## src/rtl/gpr_xfer_ctrl.sv

```systemverilog
// gpr_xfer_ctrl -- sequencer for transfers between four general-purpose
// registers held in an external register file.
//
// Operations (cmd_op): 00 LDI rd<=imm, 01 MOV rd<=rs, 10 SWAP rd<->rs,
// 11 CLR rd<=0. One command is in flight at a time. Fields are captured
// when the command is accepted, so the requester may change them afterwards.
//
// Build option: define SWAP_OP_EN to build the SWAP sequence
// (RD_S -> RD_D -> WR_D -> WR_S). Without it, SWAP is accepted, answered
// with a one-cycle err pulse, and never writes the register file.
//
// Ports:
//   clk, rst                  clock, synchronous active-high reset
//   cmd_valid / cmd_ready     command handshake
//   cmd_op, cmd_rd, cmd_rs    opcode, destination and source indices
//   cmd_imm                   immediate for LDI
//   rf_rdata                  register-file read data (combinational from rf_sel_read)
//   rf_sel_read               register-file read select
//   rf_sel_write, rf_wdata    register-file write select and data
//   rf_load                   one-hot write enables, bit i loads Ri
//   busy                      controller is executing a command
//   done                      pulse on the final write cycle of a command
//   err                       pulse for a rejected opcode
module gpr_xfer_ctrl #(
  parameter int WIDTH = 8
) (
  input  logic             clk,
  input  logic             rst,
  input  logic             cmd_valid,
  output logic             cmd_ready,
  input  logic [1:0]       cmd_op,
  input  logic [1:0]       cmd_rd,
  input  logic [1:0]       cmd_rs,
  input  logic [WIDTH-1:0] cmd_imm,
  input  logic [WIDTH-1:0] rf_rdata,
  output logic [1:0]       rf_sel_read,
  output logic [1:0]       rf_sel_write,
  output logic [WIDTH-1:0] rf_wdata,
  output logic [3:0]       rf_load,
  output logic             busy,
  output logic             done,
  output logic             err
);

  localparam logic [1:0] OP_LDI  = 2'b00;
  localparam logic [1:0] OP_MOV  = 2'b01;
  localparam logic [1:0] OP_SWAP = 2'b10;
  localparam logic [1:0] OP_CLR  = 2'b11;

  typedef enum logic [2:0] {
    IDLE = 3'd0,
    RD_S = 3'd1,
    WR_D = 3'd2
`ifdef SWAP_OP_EN
    ,
    RD_D = 3'd3,
    WR_S = 3'd4
`endif
  } state_t;

  state_t     state_reg;
  logic [1:0] rd_reg;
`ifdef SWAP_OP_EN
  logic [1:0]       rs_reg;
  logic [1:0]       op_reg;
  logic [WIDTH-1:0] tmp_a_reg;
  logic [WIDTH-1:0] tmp_b_reg;
`endif

  function automatic logic [3:0] onehot(input logic [1:0] idx);
    onehot = 4'b0001 << idx;
  endfunction

  // Gated with rst so the handshake is closed for the whole reset period
  // and opens in the very first cycle after rst falls.
  assign cmd_ready = (state_reg == IDLE) && !rst;
  assign busy      = (state_reg != IDLE) && !rst;

  always_ff @(posedge clk) begin
    if (rst) begin
      state_reg    <= IDLE;
      rd_reg       <= '0;
      rf_sel_read  <= '0;
      rf_sel_write <= '0;
      rf_wdata     <= '0;
      rf_load      <= '0;
      done         <= 1'b0;
      err          <= 1'b0;
`ifdef SWAP_OP_EN
      rs_reg       <= '0;
      op_reg       <= '0;
      tmp_a_reg    <= '0;
      tmp_b_reg    <= '0;
`endif
    end else begin
      // Every output is a one-state pulse; defaults return them to zero so
      // that select/data lines are quiet whenever no write is enabled.
      rf_sel_read  <= '0;
      rf_sel_write <= '0;
      rf_wdata     <= '0;
      rf_load      <= '0;
      done         <= 1'b0;
      err          <= 1'b0;

      case (state_reg)
        IDLE: begin
          // In IDLE with rst low cmd_ready is 1, so cmd_valid alone accepts.
          if (cmd_valid) begin
            rd_reg <= cmd_rd;
`ifdef SWAP_OP_EN
            rs_reg <= cmd_rs;
            op_reg <= cmd_op;
`endif
            case (cmd_op)
              OP_LDI: begin
                state_reg    <= WR_D;
                rf_load      <= onehot(cmd_rd);
                rf_sel_write <= cmd_rd;
                rf_wdata     <= cmd_imm;
                done         <= 1'b1;
              end
              OP_CLR: begin
                state_reg    <= WR_D;
                rf_load      <= onehot(cmd_rd);
                rf_sel_write <= cmd_rd;
                done         <= 1'b1;
              end
              OP_MOV: begin
                state_reg   <= RD_S;
                rf_sel_read <= cmd_rs;
              end
              OP_SWAP: begin
`ifdef SWAP_OP_EN
                state_reg   <= RD_S;
                rf_sel_read <= cmd_rs;
`else
                // Accepted but unsupported: stay idle and flag it.
                err <= 1'b1;
`endif
              end
            endcase
          end
        end

        RD_S: begin
`ifdef SWAP_OP_EN
          tmp_a_reg <= rf_rdata;
          if (op_reg == OP_SWAP) begin
            state_reg   <= RD_D;
            rf_sel_read <= rd_reg;
          end else begin
            // MOV: the read data goes straight to the write port.
            state_reg    <= WR_D;
            rf_load      <= onehot(rd_reg);
            rf_sel_write <= rd_reg;
            rf_wdata     <= rf_rdata;
            done         <= 1'b1;
          end
`else
          state_reg    <= WR_D;
          rf_load      <= onehot(rd_reg);
          rf_sel_write <= rd_reg;
          rf_wdata     <= rf_rdata;
          done         <= 1'b1;
`endif
        end

`ifdef SWAP_OP_EN
        RD_D: begin
          // Both operands are captured before either write, so rs == rd
          // rewrites the same value twice and leaves the register intact.
          tmp_b_reg    <= rf_rdata;
          state_reg    <= WR_D;
          rf_load      <= onehot(rd_reg);
          rf_sel_write <= rd_reg;
          rf_wdata     <= tmp_a_reg;
        end
`endif

        WR_D: begin
`ifdef SWAP_OP_EN
          if (op_reg == OP_SWAP) begin
            state_reg    <= WR_S;
            rf_load      <= onehot(rs_reg);
            rf_sel_write <= rs_reg;
            rf_wdata     <= tmp_b_reg;
            done         <= 1'b1;
          end else begin
            state_reg <= IDLE;
          end
`else
          state_reg <= IDLE;
`endif
        end

`ifdef SWAP_OP_EN
        WR_S: begin
          state_reg <= IDLE;
        end
`endif

        default: begin
          state_reg <= IDLE;
        end
      endcase
    end
  end

endmodule

```

## config.mk

```make
export PLATFORM = sky130hd
export DESIGN_NAME = gpr_xfer_ctrl
export DESIGN_NICKNAME = d
export VERILOG_FILES = /design/src/rtl/gpr_xfer_ctrl.sv
export SDC_FILE = /design/constraint.sdc
export NUM_CORES = 1
export LEC_CHECK = 0
export CAP_MARGIN = 20
export CORE_ASPECT_RATIO = 1.4
export CORE_MARGIN = 2
export CORE_UTILIZATION = 44
export CTS_BUF_LIST = sky130_fd_sc_hd__clkbuf_8
export CTS_CLUSTER_DIAMETER = 60
export CTS_CLUSTER_SIZE = 40
export DETAILED_ROUTE_END_ITERATION = 12
export PLACE_DENSITY = 0.86
export SETUP_SLACK_MARGIN = 0.3
export SLEW_MARGIN = 10
export SYNTH_ARGS = -nofsm -noshare
export SYNTH_HDL_FRONTEND = slang
export SYNTH_SLANG_ARGS = --single-unit
export TNS_END_PERCENT = 20
```

## constraint.sdc

```tcl
create_clock -name clk -period 1.8 [get_ports clk]
set_input_delay 0.27 -clock clk [delete_from_list [all_inputs] [get_ports clk]]
set_output_delay 0.27 -clock clk [all_outputs]
set_load 0.02 [all_outputs]
```

After elaboration in Yosys (flattened, before gate mapping)
Index checks and enable logic that the tools add are counted.
{ "op_classes": {"eq_ne": 6, "muxes": 16, "shifts": 2, "reduce_logical": 11, "bitwise_logic": 3} }
{ "ops": {"columns": ["operator", "n"], "rows": [
  ["2-to-1 mux 8 bit", 2],
  ["case mux 8 bit (2 select lines)", 1],
  ["case mux 3 bit (2 select lines)", 2],
  ["2-to-1 mux 4 bit", 2],
  ["case mux 4 bit (2 select lines)", 1],
  ["left shift 1 x 2 -> 4 bit, first input constant", 2],
  ["equality test 2 bit, second input constant", 2],
  ["2-to-1 mux 2 bit", 2],
  ["case mux 2 bit (2 select lines)", 1],
  ["AND reduction 2 bit", 2],
  ["OR reduction 4 bit", 1],
  ["equality test 3 x 1 -> 1 bit, second input constant", 1],
  ["zero test 3 bit", 1],
  ["2-to-1 mux 1 bit", 3],
  ["2-to-1 mux 3 bit", 1],
  ["!= test 3 x 2 -> 1 bit, second input constant", 1],
  ["NOT 1 bit", 3],
  ["nonzero test 3 bit", 1],
  ["OR reduction 3 bit", 1],
  ["equality test 2 x 1 -> 1 bit, second input constant", 1],
  ["logical AND 1 bit", 2],
  ["zero test 2 bit", 1],
  ["!= test 2 bit, second input constant", 1],
  ["case mux 1 bit (2 select lines)", 1],
  ["other kinds (2)", 2]
]} }
{ "word_totals": {"register_bits": 23, "in_bits": 25, "word_cells": 46, "out_inout_bits": 20} }

Depth between registers and ports, before layout
Gate-level depths: netlist of run 1.
{ "depth": {"depth_word": 5, "ltp_mapped": 4, "mapped_depth_nobuf": 4} }

Worst setup path before layout of run 1
No wires, ideal clock.
{ "synth_path": {"path_type": "register to output", "start": "register state_reg[0]", "end": "output port cmd_ready", "required_time_ns": 1.530, "setup_slack_ns": 0.606, "arrival_time_ns": 0.924, "n_path_buf": 1, "path_stages_with_launch": 3, "path_cell_list": "dfxtp_1 > buf_4 > nor3_2"} }
{ "synth_between": {"elab_chain_cells": 2} }
{ "synth_lines": {"columns": ["element", "line_no", "source"], "rows": [
  ["start, declared", "61", "state_t state_reg;"],
  ["start signal, assigned", "81", "state_reg <= IDLE;"],
  ["start signal, assigned", "116", "state_reg <= WR_D;"],
  ["start signal, assigned", "123", "state_reg <= WR_D;"],
  ["zero test 3 bit", "76", "assign cmd_ready = (state_reg == IDLE) && !rst;"],
  ["logical AND 1 bit", "76", null],
  ["end, declared", "30", "output logic cmd_ready,"]
]} }
No other way between the ends.

Worst setup path after layout of run 1
{ "layout_path": {"start": "input port cmd_op[0]", "end": "register rf_load[3]"} }
{ "layout_between": {"elab_chain_cells": 5, "word_cells_on_any_way": 6, "classes_between": "eq/ne: 1; mux: 3; reduce/logical: 2"} }
{ "layout_lines": {"columns": ["element", "line_no", "source"], "rows": [
  ["start, declared", "31", "input logic [1:0] cmd_op,"],
  ["equality test 2 bit or zero test 2 bit (tied branches)", "114", "case (cmd_op)"],
  ["OR reduction 2 bit (no source line) *", null, null],
  ["2-to-1 mux 4 bit *", null, null],
  ["2-to-1 mux 4 bit *", "108", "if (cmd_valid) begin"],
  ["case mux 4 bit (2 select lines) *", "105", "case (state_reg)"],
  ["end signal, assigned", "117", "rf_load <= onehot(cmd_rd);"],
  ["end signal, assigned", "124", "rf_load <= onehot(cmd_rd);"],
  ["end signal, assigned", "161", "rf_load <= onehot(rd_reg);"],
  ["end, declared", "39", "output logic [3:0] rf_load,"]
]} }
Every way passes the cells marked *; elsewhere a longest branch is shown, timed or not.
A chain may end at the register's enable or synchronous reset.

==> results of run 1 <==
per-layer routing:
metal	up-vias	routed length (um)	track usage, %	share of wire [%]
li1	388	-	-	-
met3	6	93	1.84	3.7
met2	30	1380	39.2	55
met4	0	59	13.0	2.4
met1	403	955	22.9	38
met5	-	0	0	0
area by class of cell:
class	count	share of cell area, %
Timing Repair Buffer	50	32.7
Multi-Input combinational cell	48	30.3
Sequential cell	22	29.7
Clock buffer	3	2.78
Clock inverter	1	2.02
Tap cell	21	1.77
Inverter	3	0.757
cells by family (layout without fill, tap and decap cells):
logic type	Yosys count	after routing
AO/OA/AOI/OAI	16	16
adder cells (fa/ha/maj)	3	3
multiplexers	2	2
buffers and inverters	8	57
AND/OR/NAND/NOR	27	27
flip-flops	22	22
cell usage in the layout (no fill, tap or decap), drive strengths merged:
cell,n
o21a,2
a21boi,2
clkbuf,3
dfxtp,22
nand4bb,2
nor4b,3
bufinv,1
nor4bb,2
nor2,3
inv,3
and4b,1
nor2b,1
a32o,8
mux2i,2
nand2b,4
clkdlybuf4s15,2
and4bb,1
buf,6
a22o,4
ha,3
nand2,2
nor3b,3
clkdlybuf4s50,41
and2,2
dlygate4sd2,1
nor3,1
and3,2
where the power goes:
part	leakage [uW]	switching [uW]	internal [uW]	total (uW)
logic	0.000394	79.9	110	190
registers	0.000179	11.6	503	515
clock network	0.0000357	158	297	455
tightest hold or removal path, cell delays in order (launching register included):
cell,delay [ps]
dfxtp_1,350
nand2_1,70
a21boi_0,70
worst paths after layout:
path | from | endpoint | slack, ps
worst max-delay path | cmd_op[0] | rf_load[3] | 290
worst min-delay path | rd_reg[0] | rf_sel_write[0] | 530
worst max register to register | state_reg[0] | rf_wdata[5] | 510
worst min register to register | rd_reg[0] | rf_sel_write[0] | 530
metrics by stage:
stage               TNS [ps]  utilization, %  instances
floorplan                  0               -         78
detailed placement      -270            70.4        144
global route               0            74.5        148
CTS                        0            74.4        148
finish                     0            74.5        148
global placement        -209            70.4        144
repair_timing:
item / 4_1_cts / 5_1_grt
gates cloned: 0 / 0
setup endpoints to repair: 3 / 4
hold endpoints to repair: 0 / 0
gates resized for setup: 9 / 1
pin swaps: 0 / 1
==> results.ini, run 1 <==
[cells_and_area]
area_growth_syn_to_layout_pct=59.2
seqCellArea_um2=442
reg_top3=rf_wdata (8), rf_load (4)
multi_input_area_um2=450
drive_gt1_share_pct=18.9
antenna_cells=0
finish.net_count=156
largest_reg_flops=8
top_register=rf_wdata
nFillCells=144
finish.instance_area_mm2=0.00149

[setup_path]
max_stage_delay_ps=490
crit_chain=clkdlybuf4s50_1 -> inv_1 -> ha_2 -> and4b_1 -> a22o_1
critical_path_arrival_ps=1660
critPathRequiredTime_ps=1950
crit_slowest_cell=clkdlybuf4s50_1
critical_path.top_delay_family=buffers and inverters
reg2reg_depth=4
critPathKind=in2reg
cp-end-kind=register
cp-start-kind=input port
cp_max_fo=8
critical_path_buf_inv_count=2
worst-path-stages=5

[sta]
fin_skew_ps=2.76
hold_violations=0
slew_viol_final=0
tightest_slew_ps=410
whs_ps=533
setup_viol=0
fin_crit_ps=1510
rsz0062_at_grt=true
worst_slack_ps=291
slew_headroom_pct=72.6
clock.fmax_ghz=0.663
period_share_pct=83.8

[floorplan]
row_count=19
start_util_pct=46.8
die_x_um=43.0
io_pins=45
coreArea_mm2=0.00200
die_area_mm2=0.00251
die_h_um=58.5

[yosys]
ys.flop_type=dfxtp_1
yosysTopAreaCellShare_pct=47.1
synth_area_leaders=dfxtp_1 47%, a32o_2 7.2%, ha_1 4.0%
yosys.area_share.simple_pct=24.8
ys_seq_elements=22
muxShareOfSynthArea_pct=2.14
syn_inst=78
yosys.area_share.adder_pct=4.02
yosysUniqueCellTypes=28
yosysTopAreaCell=dfxtp_1
syn_nets=106
syn_area_um2=935
yosysMostFrequentCell=dfxtp_1
synth_common_cells=22 x dfxtp_1, 6 x a32o_2, 4 x a22o_1, 4 x nand2b_1
synth_edf_count=0
postSynth.asyncResetShare_pct=0
syn_area_per_cell_um2=12.0
synth_compound_gate_area_share_pct=16.3
seq_area_frac_synth_pct=47.1
synthXorXnorAreaFrac_pct=0
yosysWarnings=0
synth_top_family_by_area=simple AND/OR/NAND/NOR gates

[clock_network]
htree_levels=1
insertion_delay_ps=260
cts_sinks=22
cts_root_buf=clkbuf_8
cts_tree=done
cts_hold_buf=0
cts_buffers=3
post_cts_buffers=0
path_clk_slew_ps=80
clock_path_buffers=2

[grt]
grt_antenna_before_repair=0
grt_pass1_vias=782
grt_max_degree=14
overflow=0
grt_usage_pct=21.2
grt_pass1_wl_um=3880

[power_and_ir_drop]
p_per_area_mw_per_mm2=780
power_leakage_uw=0.000609
p_total_uw=1160
ir_worst_vdd_v=0.000458

[drt]
drt-vias-per-instance=5.59
dr.pass1.iters=6
drcViolationCount=0
ant_nets=0
via_count=827
routed_wl_um=2490
routedWlPerCell_um=16.8
drtIter0Drc=8

[status]
status=finished, final reports clean

[job]
max_cap_viol_count=0

[min_path]
whs_path_depth=2
hold_class=reg2reg

[place]
placed_area_mm2=0.00141
numPortBuffers=44
post-place-ws_ps=-158
gp_congestion=0.814
hpwl_um=1810

Power figures use the tool's default switching activity.
==> run 2: changes to the inputs <==
CORE_UTILIZATION = 41   (was 44)
PLACE_DENSITY = 0.81   (was 0.86)
clock period = 1.4 ns   (was 1.8 ns; I/O delays follow)
==> run 2 against run 1 <==
Against the previous run: final cell count grew 5.4%; critical path depth shrank 3; sequential share of layout area is 0.75 points lower; first-iteration DRC count up 13%; cell area up 4.0%; count of clock-buffer cells in the layout did not move; power increased by 11%; largest cell class unchanged; largest power group unchanged; highest routed layer unchanged.
==> results.ini, run 2 (synthesis gave the netlist of run 1 again) <==
[status]
status=finished, final reports clean

[setup_path]
critical_path_arrival_ps=1000
crit_slowest_cell=dfxtp_4
critical_path.top_delay_family=flip-flops
cp-start-kind=register
cp_max_fo=3
max_stage_delay_ps=370
critical_path_buf_inv_count=1
critPathRequiredTime_ps=1190
cp-end-kind=output pin
worst-path-stages=2
critPathKind=reg2out
crit_chain=nor3_4 -> buf_2
reg2reg_depth=4

[grt]
grt_usage_pct=18.3
grt_antenna_before_repair=0
overflow=0
grt_pass1_vias=803
grt_pass1_wl_um=3570
grt_max_degree=12

[power_and_ir_drop]
ir_worst_vdd_v=0.000622
power_leakage_uw=0.000798
p_per_area_mw_per_mm2=832

[cells_and_area]
finish.instance_area_mm2=0.00155
drive_gt1_share_pct=26.9
instances_no_fill=156
largest_reg_flops=8
top_register=rf_wdata
area_growth_syn_to_layout_pct=65.6
nFillCells=163
finish.net_count=164
reg_top3=rf_wdata (8), rf_load (4)
antenna_cells=0
final_cell_mix=20 x dfxtp_1, 20 x clkdlybuf4s50_1, 16 x dlygate4sd2_1, 13 x buf_4, 6 x a32o_2

[floorplan]
die_h_um=60.5
die_area_mm2=0.00268
die_x_um=44.4
start_util_pct=42.9
coreArea_mm2=0.00218
row_count=20
io_pins=45

[job]
max_cap_viol_count=0

[clock_network]
insertion_delay_ps=250
cts_root_buf=clkbuf_8
htree_levels=1
cts_tree=done
cts_sinks=22
path_clk_slew_ps=70
cts_buffers=3
cts_hold_buf=0
clock_path_buffers=2

[drt]
ant_nets=0
drcViolationCount=0
routedWlPerCell_um=14.5
routed_wl_um=2260
drt-vias-per-instance=5.23
via_count=816
dr.pass1.iters=4
drtIter0Drc=9

[sta]
fin_skew_ps=5.26
slew_viol_final=0
fin_crit_ps=1210
setup_viol=0
tightest_slew_ps=355
tns_ps=0
rsz0062_at_grt=true
slew_headroom_pct=76.3
clock.fmax_ghz=0.825
period_share_pct=86.6
hold_violations=0

[min_path]
hold_class=in2reg
whs_path_depth=3

[place]
dpl.cell_count=151
hpwl_um=1700
gp_congestion=0.770
placed_area_mm2=0.00146
numPortBuffers=44

[run 2: cell count changes in the layout (fill, tap and decap cells not counted), moves of 2 or more]
| cell | previous run | this run |
|---|---|---|
| buf_4 | 6 | 13 |
| dfxtp_4 | 0 | 2 |
| dlymetal6s2s_1 | 0 | 5 |
| inv_2 | 0 | 2 |
| clkdlybuf4s50_1 | 41 | 20 |
| clkdlybuf4s15_2 | 2 | 0 |
| dlygate4sd2_1 | 1 | 16 |
| inv_1 | 3 | 1 |
[run 2: worst reg2reg max path, stage by stage (launching register included)]
cell,delay [ps]
dfxtp_4,370
buf_8,140
nor4b_4,290
buf_4,180
a32o_2,170
[run 2: repair_timing]
| item | CTS | global route |
|---|---|---|
| setup buffers | 1 | 1 |
| pin swaps | 3 | 1 |
| resized for setup | 39 | 7 |
| setup endpoints to repair | 42 | 39 |
[run 2: cell type report]
| type | count | area, um2 | area share, % |
|---|---|---|---|
| flip-flops and latches | 22 | 448 | 28.9 |
| inverters | 3 | 11.3 | 0.728 |
| repair buffers | 58 | 542 | 35.0 |
| multi-input cells | 48 | 478 | 30.9 |
| well taps | 22 | 27.5 | 1.78 |
| clock buffers | 3 | 41.3 | 2.67 |
[run 2: power breakdown]
part           leakage (uW)  internal, uW  switching [uW]
Sequential         0.000180           644            12.1
Combinational      0.000597           155             109
Clock             0.0000216           191             177
[run 2: metal layers]
| metal | share of wire, % | track usage (%) |
|---|---|---|
| met5 | 0 | 0 |
| met4 | 2.6 | 9.96 |
| met3 | 5.1 | 2.38 |
| met2 | 54 | 34.7 |
| met1 | 38 | 19.0 |
[run 2: stage by stage]
stage	worst slack (ps)	util, %	total power (uW)	hold slack [ps]
final	187	71.1	1290	461
after global routing	144	71.1	1360	463
after CTS	27.7	69.8	1300	456
after detailed placement	-355	67.0	930	513
after global placement	-317	67.0	925	506
after floorplan	297	-	784	336
[run 2: path summary, 6_finish.rpt]
| path | startpoint | endpoint | slack (ps) |
|---|---|---|---|
| max reg2reg | state_reg[0] | rf_wdata[5] | 200 |
| max | state_reg[1] | cmd_ready | 190 |
| min reg2reg | rd_reg[0] | rf_sel_write[0] | 530 |
| min | cmd_op[1] | err | 460 |
